`config.mk`:
```
export PLATFORM = sky130hd
export DESIGN_NAME = uart_cmd_decoder
export DESIGN_NICKNAME = d
export VERILOG_FILES = /design/src/rtl/uart_cmd_decoder.sv
export SDC_FILE = /design/constraint.sdc
export NUM_CORES = 1
export LEC_CHECK = 0
export ABC_AREA = 1
export CORE_ASPECT_RATIO = 0.9
export CORE_UTILIZATION = 41
export DETAILED_ROUTE_END_ITERATION = 8
export PLACE_DENSITY = 0.67
export SLEW_MARGIN = 20
export SYNTH_ARGS = -nofsm -noshare
export SYNTH_HDL_FRONTEND = slang
export SYNTH_SLANG_ARGS = --single-unit
```
`constraint.sdc`:
```
create_clock -name clock -period 2.2 [get_ports clock]
set_input_delay 0.22 -clock clock [delete_from_list [all_inputs] [get_ports clock]]
set_output_delay 0.22 -clock clock [all_outputs]
set_load 0.01 [all_outputs]
```
`src/rtl/uart_cmd_decoder.sv`:
```
// uart_cmd_decoder
//
// Frames a byte stream pulled from the UART RX request interface into fixed-length graphics
// commands, presents each one on a valid/ready output and answers the host with a one-byte
// ACK (0x06) or NAK (0x15) through the UART TX request interface.
//
// Commands (payload bytes MSB first):
//   0x01 NOP    no payload, ACK only, nothing issued downstream
//   0x02 CLEAR  colour
//   0x03 PIXEL  x[15:8], x[7:0], y[15:8], y[7:0], colour
//   other       io_err pulse + NAK, byte discarded
//
// Parameters
//   TIMEOUT  idle cycles tolerated between payload bytes before the command is dropped (>= 2)
//   ACK_EN   1: send ACK/NAK replies, 0: never raise io_txReq_req
//
// Ports
//   clock, reset      sole clock, synchronous active-high reset
//   io_rxReq_*        pull interface to the UART RX FIFO (req out, ready/done/pkt in)
//   io_txReq_*        reply interface to the UART TX (req/pkt out, ready in)
//   io_cmd_*          decoded command, valid/ready handshake
//   io_err            one-cycle pulse on unknown opcode or payload timeout
module uart_cmd_decoder #(
  parameter int unsigned TIMEOUT = 1024,
  parameter bit          ACK_EN  = 1'b1
) (
  input  logic        clock,
  input  logic        reset,
  input  logic [7:0]  io_rxReq_pkt,
  output logic        io_rxReq_req,
  input  logic        io_rxReq_ready,
  input  logic        io_rxReq_done,
  output logic [7:0]  io_txReq_pkt,
  output logic        io_txReq_req,
  input  logic        io_txReq_ready,
  output logic        io_cmd_valid,
  input  logic        io_cmd_ready,
  output logic [7:0]  io_cmd_op,
  output logic [15:0] io_cmd_x,
  output logic [15:0] io_cmd_y,
  output logic [7:0]  io_cmd_color,
  output logic        io_err
);

  typedef enum logic [1:0] {
    StFetch,
    StWait,
    StIssue,
    StReply
  } state_e;

  localparam logic [7:0] OpNop   = 8'h01;
  localparam logic [7:0] OpClear = 8'h02;
  localparam logic [7:0] OpPixel = 8'h03;
  localparam logic [7:0] ByteAck = 8'h06;
  localparam logic [7:0] ByteNak = 8'h15;

  localparam int unsigned      CntW       = $clog2(TIMEOUT + 1);
  localparam logic [CntW-1:0]  TimeoutCnt = CntW'(TIMEOUT);

  // With replies disabled every path that would reply goes straight back to fetching.
  localparam state_e ReplyOrFetch = ACK_EN ? StReply : StFetch;

  state_e          state_q, state_d;
  logic [2:0]      rem_q, rem_d;      // payload bytes still expected; 0 means next byte is opcode
  logic [7:0]      op_q, op_d;
  logic [31:0]     asm_q, asm_d;      // up to four earlier payload bytes, newest in [7:0]
  logic [CntW-1:0] cnt_q, cnt_d;
  logic [CntW-1:0] cnt_inc;
  logic            rx_req_q, rx_req_d;
  logic            err_q, err_d;
  logic            nak_q, nak_d;
  logic            load_cmd;
  logic            capture;
  logic            counting;
  logic            timed_out;

  logic [7:0]      cmd_op_q;
  logic [15:0]     cmd_x_q;
  logic [15:0]     cmd_y_q;
  logic [7:0]      cmd_color_q;

  assign capture  = (state_q == StWait) && io_rxReq_done;
  assign counting = (rem_q != 3'd0) && ((state_q == StFetch) || (state_q == StWait));
  assign cnt_inc  = cnt_q + CntW'(1);

  // cnt_q equals the number of cycles since the last captured byte (the capture loads 1), so
  // deciding when the increment reaches TIMEOUT puts the registered io_err and the move to
  // REPLY exactly TIMEOUT cycles after that byte's done.
  assign timed_out = counting && (cnt_inc == TimeoutCnt);

  always_comb begin
    state_d      = state_q;
    rem_d        = rem_q;
    op_d         = op_q;
    asm_d        = asm_q;
    cnt_d        = counting ? cnt_inc : cnt_q;
    rx_req_d     = 1'b0;
    err_d        = 1'b0;
    nak_d        = nak_q;
    load_cmd     = 1'b0;
    io_txReq_req = 1'b0;

    // A byte landing in the same cycle as the deadline still counts.
    if (timed_out && !capture) begin
      rem_d   = 3'd0;
      cnt_d   = '0;
      err_d   = 1'b1;
      nak_d   = 1'b1;
      state_d = ReplyOrFetch;
    end else begin
      unique case (state_q)
        StFetch: begin
          if (io_rxReq_ready) begin
            rx_req_d = 1'b1;
            state_d  = StWait;
          end
        end

        StWait: begin
          if (capture) begin
            cnt_d = CntW'(1);
            if (rem_q == 3'd0) begin
              op_d  = io_rxReq_pkt;
              asm_d = '0;
              case (io_rxReq_pkt)
                OpNop: begin
                  nak_d   = 1'b0;
                  state_d = ReplyOrFetch;
                end
                OpClear: begin
                  rem_d   = 3'd1;
                  state_d = StFetch;
                end
                OpPixel: begin
                  rem_d   = 3'd5;
                  state_d = StFetch;
                end
                default: begin
                  err_d   = 1'b1;
                  nak_d   = 1'b1;
                  state_d = ReplyOrFetch;
                end
              endcase
            end else begin
              asm_d = {asm_q[23:0], io_rxReq_pkt};
              rem_d = rem_q - 3'd1;
              if (rem_q == 3'd1) begin
                load_cmd = 1'b1;
                state_d  = StIssue;
              end else begin
                state_d = StFetch;
              end
            end
          end
        end

        StIssue: begin
          if (io_cmd_ready) begin
            nak_d   = 1'b0;
            state_d = ReplyOrFetch;
          end
        end

        StReply: begin
          if (io_txReq_ready || !ACK_EN) begin
            io_txReq_req = ACK_EN;
            state_d      = StFetch;
          end
        end

        default: state_d = StFetch;
      endcase
    end
  end

  always_ff @(posedge clock) begin
    if (reset) begin
      state_q     <= StFetch;
      rem_q       <= 3'd0;
      op_q        <= 8'h00;
      asm_q       <= '0;
      cnt_q       <= '0;
      rx_req_q    <= 1'b0;
      err_q       <= 1'b0;
      nak_q       <= 1'b0;
      cmd_op_q    <= 8'h00;
      cmd_x_q     <= 16'h0000;
      cmd_y_q     <= 16'h0000;
      cmd_color_q <= 8'h00;
    end else begin
      state_q  <= state_d;
      rem_q    <= rem_d;
      op_q     <= op_d;
      asm_q    <= asm_d;
      cnt_q    <= cnt_d;
      rx_req_q <= rx_req_d;
      err_q    <= err_d;
      nak_q    <= nak_d;
      // Fields are only touched here, so they stay put for the whole valid window.
      if (load_cmd) begin
        cmd_op_q    <= op_q;
        cmd_color_q <= io_rxReq_pkt;
        if (op_q == OpPixel) begin
          cmd_x_q <= asm_q[31:16];
          cmd_y_q <= asm_q[15:0];
        end else begin
          cmd_x_q <= 16'h0000;
          cmd_y_q <= 16'h0000;
        end
      end
    end
  end

  assign io_rxReq_req = rx_req_q;
  assign io_err       = err_q;
  assign io_cmd_valid = (state_q == StIssue);
  assign io_cmd_op    = cmd_op_q;
  assign io_cmd_x     = cmd_x_q;
  assign io_cmd_y     = cmd_y_q;
  assign io_cmd_color = cmd_color_q;
  assign io_txReq_pkt = (state_q == StReply) ? (nak_q ? ByteNak : ByteAck) : 8'h00;

endmodule

```
==> metrics list <==
- Counting tap cells, the placed design contains a total of 773 instances.
* Clock root cell: clkbuf_16
- Worst setup path start: state_q[0]$_SDFFE_PP0P_
- Entering global routing, the biggest net connects between 70 and 80 pins.
- Count of flip-flops with a built-in enable after synthesis: 0
* Critical Setup Path Class: reg2out
- The clock passes through at most 2 buffers.
* Mean routed wirelength per cell: roughly 13 um
* Number of global-route vias before repair: roughly 3800
* Overall power consumption: between 4 and 5 mW
- Final TNS setup: 0 ns
- The synthesized netlist occupies a cell area of ~4300 um^2.
- The first global-routing pass estimated 17500 um of wire.
- For the worst-skew pair, the clock arrives at the later sink with an insertion delay of between 0.3 and 0.4 ns.
* H-tree depth: 3
- 1st-pass router iterations: 5
- VDD sags by at most between 0.4 and 0.5 mV.
- At the worst endpoint, the required time is between 1.5 and 2 ns.
- Row count: 35
- Footprint of the multi-input gates: ~2000 um^2
- Effective utilization at floorplan: 0.423
- Setup clock skew after layout: a little under 0.009 ns
- TritonCTS built the clock tree.
- Synthesized area per cell: approximately 7.4 um^2
* Worst path bufs/invs: 3
* Run status: completed
- Number of cells on the worst hold path: 4
- Highest attainable clock frequency: just under 500 MHz
* Count of unresolved DRC violations after routing: 0
- By instance count, the leading cell after synthesis is nand2_1.
- Antenna cell count: 0
- List of most frequent post-synthesis cells: nand2_1, dfxtp_1, a21oi_1
- Post-detailed-route via-to-cell ratio: 5.08
- Counting cells, the worst reg-to-reg path comes to 13.
* Depth of the critical timing path with buffers and inverters included: 11
- Register cell area after layout: roughly 2200 um^2
- The clock net in this run drives a total of about 110 sinks.
- Core region area: about 10000 um^2
* Area grow syn2layout: 28.4%
- Maximum Capacitance Violations: 0
* Post-route minimum period: approximately 2.0 ns
- After the last flow step, the layout net total stands at just under 700.
- Non-Filler Instances: just under 800
- For this block, the via count after detailed routing is approximately 4000.
- RSZ-0062 raised after global routing: false
- The synthesized design contains roughly 110 register bits.
- Pleak: roughly 2 nW
* Final global-route overflow total: 0
- The most used flip-flop cell after synthesis is dfxtp_1.
- Area enclosed by the die boundary: about 11000 um^2
- The final max-slew violation count was 0.
- Data on the critical path arrives at its endpoint at roughly 1.8 ns.
* Relative slew margins: 0.519
* Worst path most repeated cell: nand2_1
* Final weighted congestion in routability-driven placement: approximately 0.8
- Counting flops with an async set or reset pin after synthesis yields a share of 0.
- Number of primary I/O pins: 74
- The number of failing hold endpoints at the final stage is 0.
* Area share of the largest cell type after synthesis: 0.494
- Final setup violating endpoints: 0
- Crit path largest cell delay: ~0.38 ns
- Type of element launching the critical path: flop
- Antenna violations before repair: 0
* Worst Path Max Fanout: 5
* First-iteration detailed-routing DRC count: between 200 and 250
* Crit path cell chain: inv_4, ha_4, inv_1, nand2_1, nand4_1, nor2_1, nand2_1, nor2_2, nand3_2, and3_4, clkbuf_2
* Cell type contributing the most total cell area after synthesis: dfxtp_1
- The worst setup path is captured at an output pin.
* CP max-delay cell: dfxtp_4
- Yosys synthesis warning count: 0
- Worst-Margin Slew: 0.721 ns
- Detailed placement ended at an HPWL of around 6900 um.
- Synthesized instance count: 589
- Measured along the y axis, the die boundary spans around 100 um.
- In this run the most critical hold path is launched from reset.
- Count of input and output buffers: 69
- In this run the remaining antenna-violating nets after routing total 0.
* Number of filler instances in the final layout: ~960
* Number of different library cells in the post-synthesis netlist: 30
* Number of CTS-inserted buffers: 9
- The floorplan step set the die width to 110 um.
- In this run the critical register-to-register path is launched from state_q[0]$_SDFFE_PP0P_.
- Clock transition at the registers of the reported paths: 0.07 ns
* Biggest area contributors in the synthesized netlist: dfxtp_1, nand2_1, a21oi_1
- For this run, the total global-route usage over all layers was measured as 0.191.
- After clock tree synthesis, the flow added hold-fix buffers numbering 0.
- Post-Route WL: ~10000 um
- Ratio of cells with drive above 1 in the final layout: 0.105
* Share of the yosys chip area belonging to registers: 0.494
- Dividing total power by cell area gives a power density of around 770 nW/um^2.
- Final worst-path cycle share: 0.925
- Among cell families on the critical path, the largest total delay comes from simple AND/OR/NAND/NOR gates.
* Path category of the worst min-delay check: in2reg
where the power goes:
group | internal [mW] | switching [mW] | total [mW]
Clock | 0.809 | 0.723 | 1.53
Combinational | 0.290 | 0.418 | 0.708
Sequential | 2.01 | 0.0589 | 2.07
Total | 3.11 | 1.20 | 4.31
repair_timing:
| action | in CTS | in global routing |
|---|---|---|
| endpoints found under the setup margin | 1 | 1 |
| pin swaps | 3 | 1 |
| setup buffers | 3 | 3 |
| gates resized for setup | 21 | 11 |
state kept, by name, indices dropped and copies added, names as in the netlist:
register and count:
asm_q 32, cnt_q 11, io_cmd_color 8, io_cmd_op 8
io_cmd_x 16, io_cmd_y 16, io_err 1, io_rxReq_req 1
nak_q 1, op_q 8, rem_q 3, state_q 2
cell type report:
| cell class | count | share of cell area |
|---|---|---|
| inverters | 37 | 0.0258 |
| clock inverters | 6 | 0.00853 |
| flip-flops and latches | 107 | 0.387 |
| clock buffers | 10 | 0.0429 |
| well taps | 129 | 0.0290 |
| repair buffers | 92 | 0.153 |
| multi-input cells | 414 | 0.354 |
cell usage in the layout (no fill, tap or decap), types with 2 or more instances in the layout:
cell type	count
nand2_1	184
dfxtp_1	98
a21oi_1	92
clkdlybuf4s50_1	67
nor2_1	36
inv_1	31
nand3_1	26
o21ai_0	24
buf_4	23
nor3_1	12
clkbuf_16	9
dfxtp_2	8
nand4_1	6
nor2_2	4
conb_1	4
nand3_2	3
o22ai_1	3
ha_4	3
ha_1	3
clkinvlp_4	3
inv_4	2
o21bai_1	2
clkinv_1	2
inv_2	2
nand3b_1	2
worst min-delay path: stages:
cell     delay [ns]
buf_2          0.12
inv_1          0.23
nand2_1        0.14
nor2_1         0.03
path summary, 6_finish.rpt:
kind / end / slack [ns]
min: nak_q$_SDFFE_PP0P_ / 0.45
max reg2reg: rem_q[2]$_SDFFE_PP0P_ / 0.23
max: io_txReq_req / 0.16
min reg2reg: io_cmd_color[0]$_SDFFE_PP0P_ / 0.46
logic make-up after synthesis:
family | Yosys count | share of synthesized area
AND/OR/NAND/NOR | 281 | 0.272
AO/OA/AOI/OAI | 122 | 0.143
flip-flops | 107 | 0.494
buffers and inverters | 71 | 0.0706
adder cells (fa/ha/maj) | 6 | 0.0173
multiplexers | 1 | 0.00231
other | 1 | 0.000864
metal layers:
layer	routed length [um]	up-vias	share of wire	global-route usage
met5	0	-	0	0
met4	50	0	0.0048	0.0390
met3	501	4	0.048	0.0506
met2	5020	109	0.48	0.324
met1	4860	1879	0.47	0.245
li1	-	2045	-	-
per-stage QoR:
stage	hold slack (ns)	utilization	setup slack (ns)	cell area, um^2
finish	0.445	0.544	0.164	5570
global route	0.475	0.544	0.0251	5570
CTS	0.441	0.540	0.000925	5540
detailed placement	0.454	0.504	0.0236	5160
global placement	0.454	0.504	0.105	5160
floorplan	0.339	-	0.395	4350
Power figures use the tool's default switching activity.
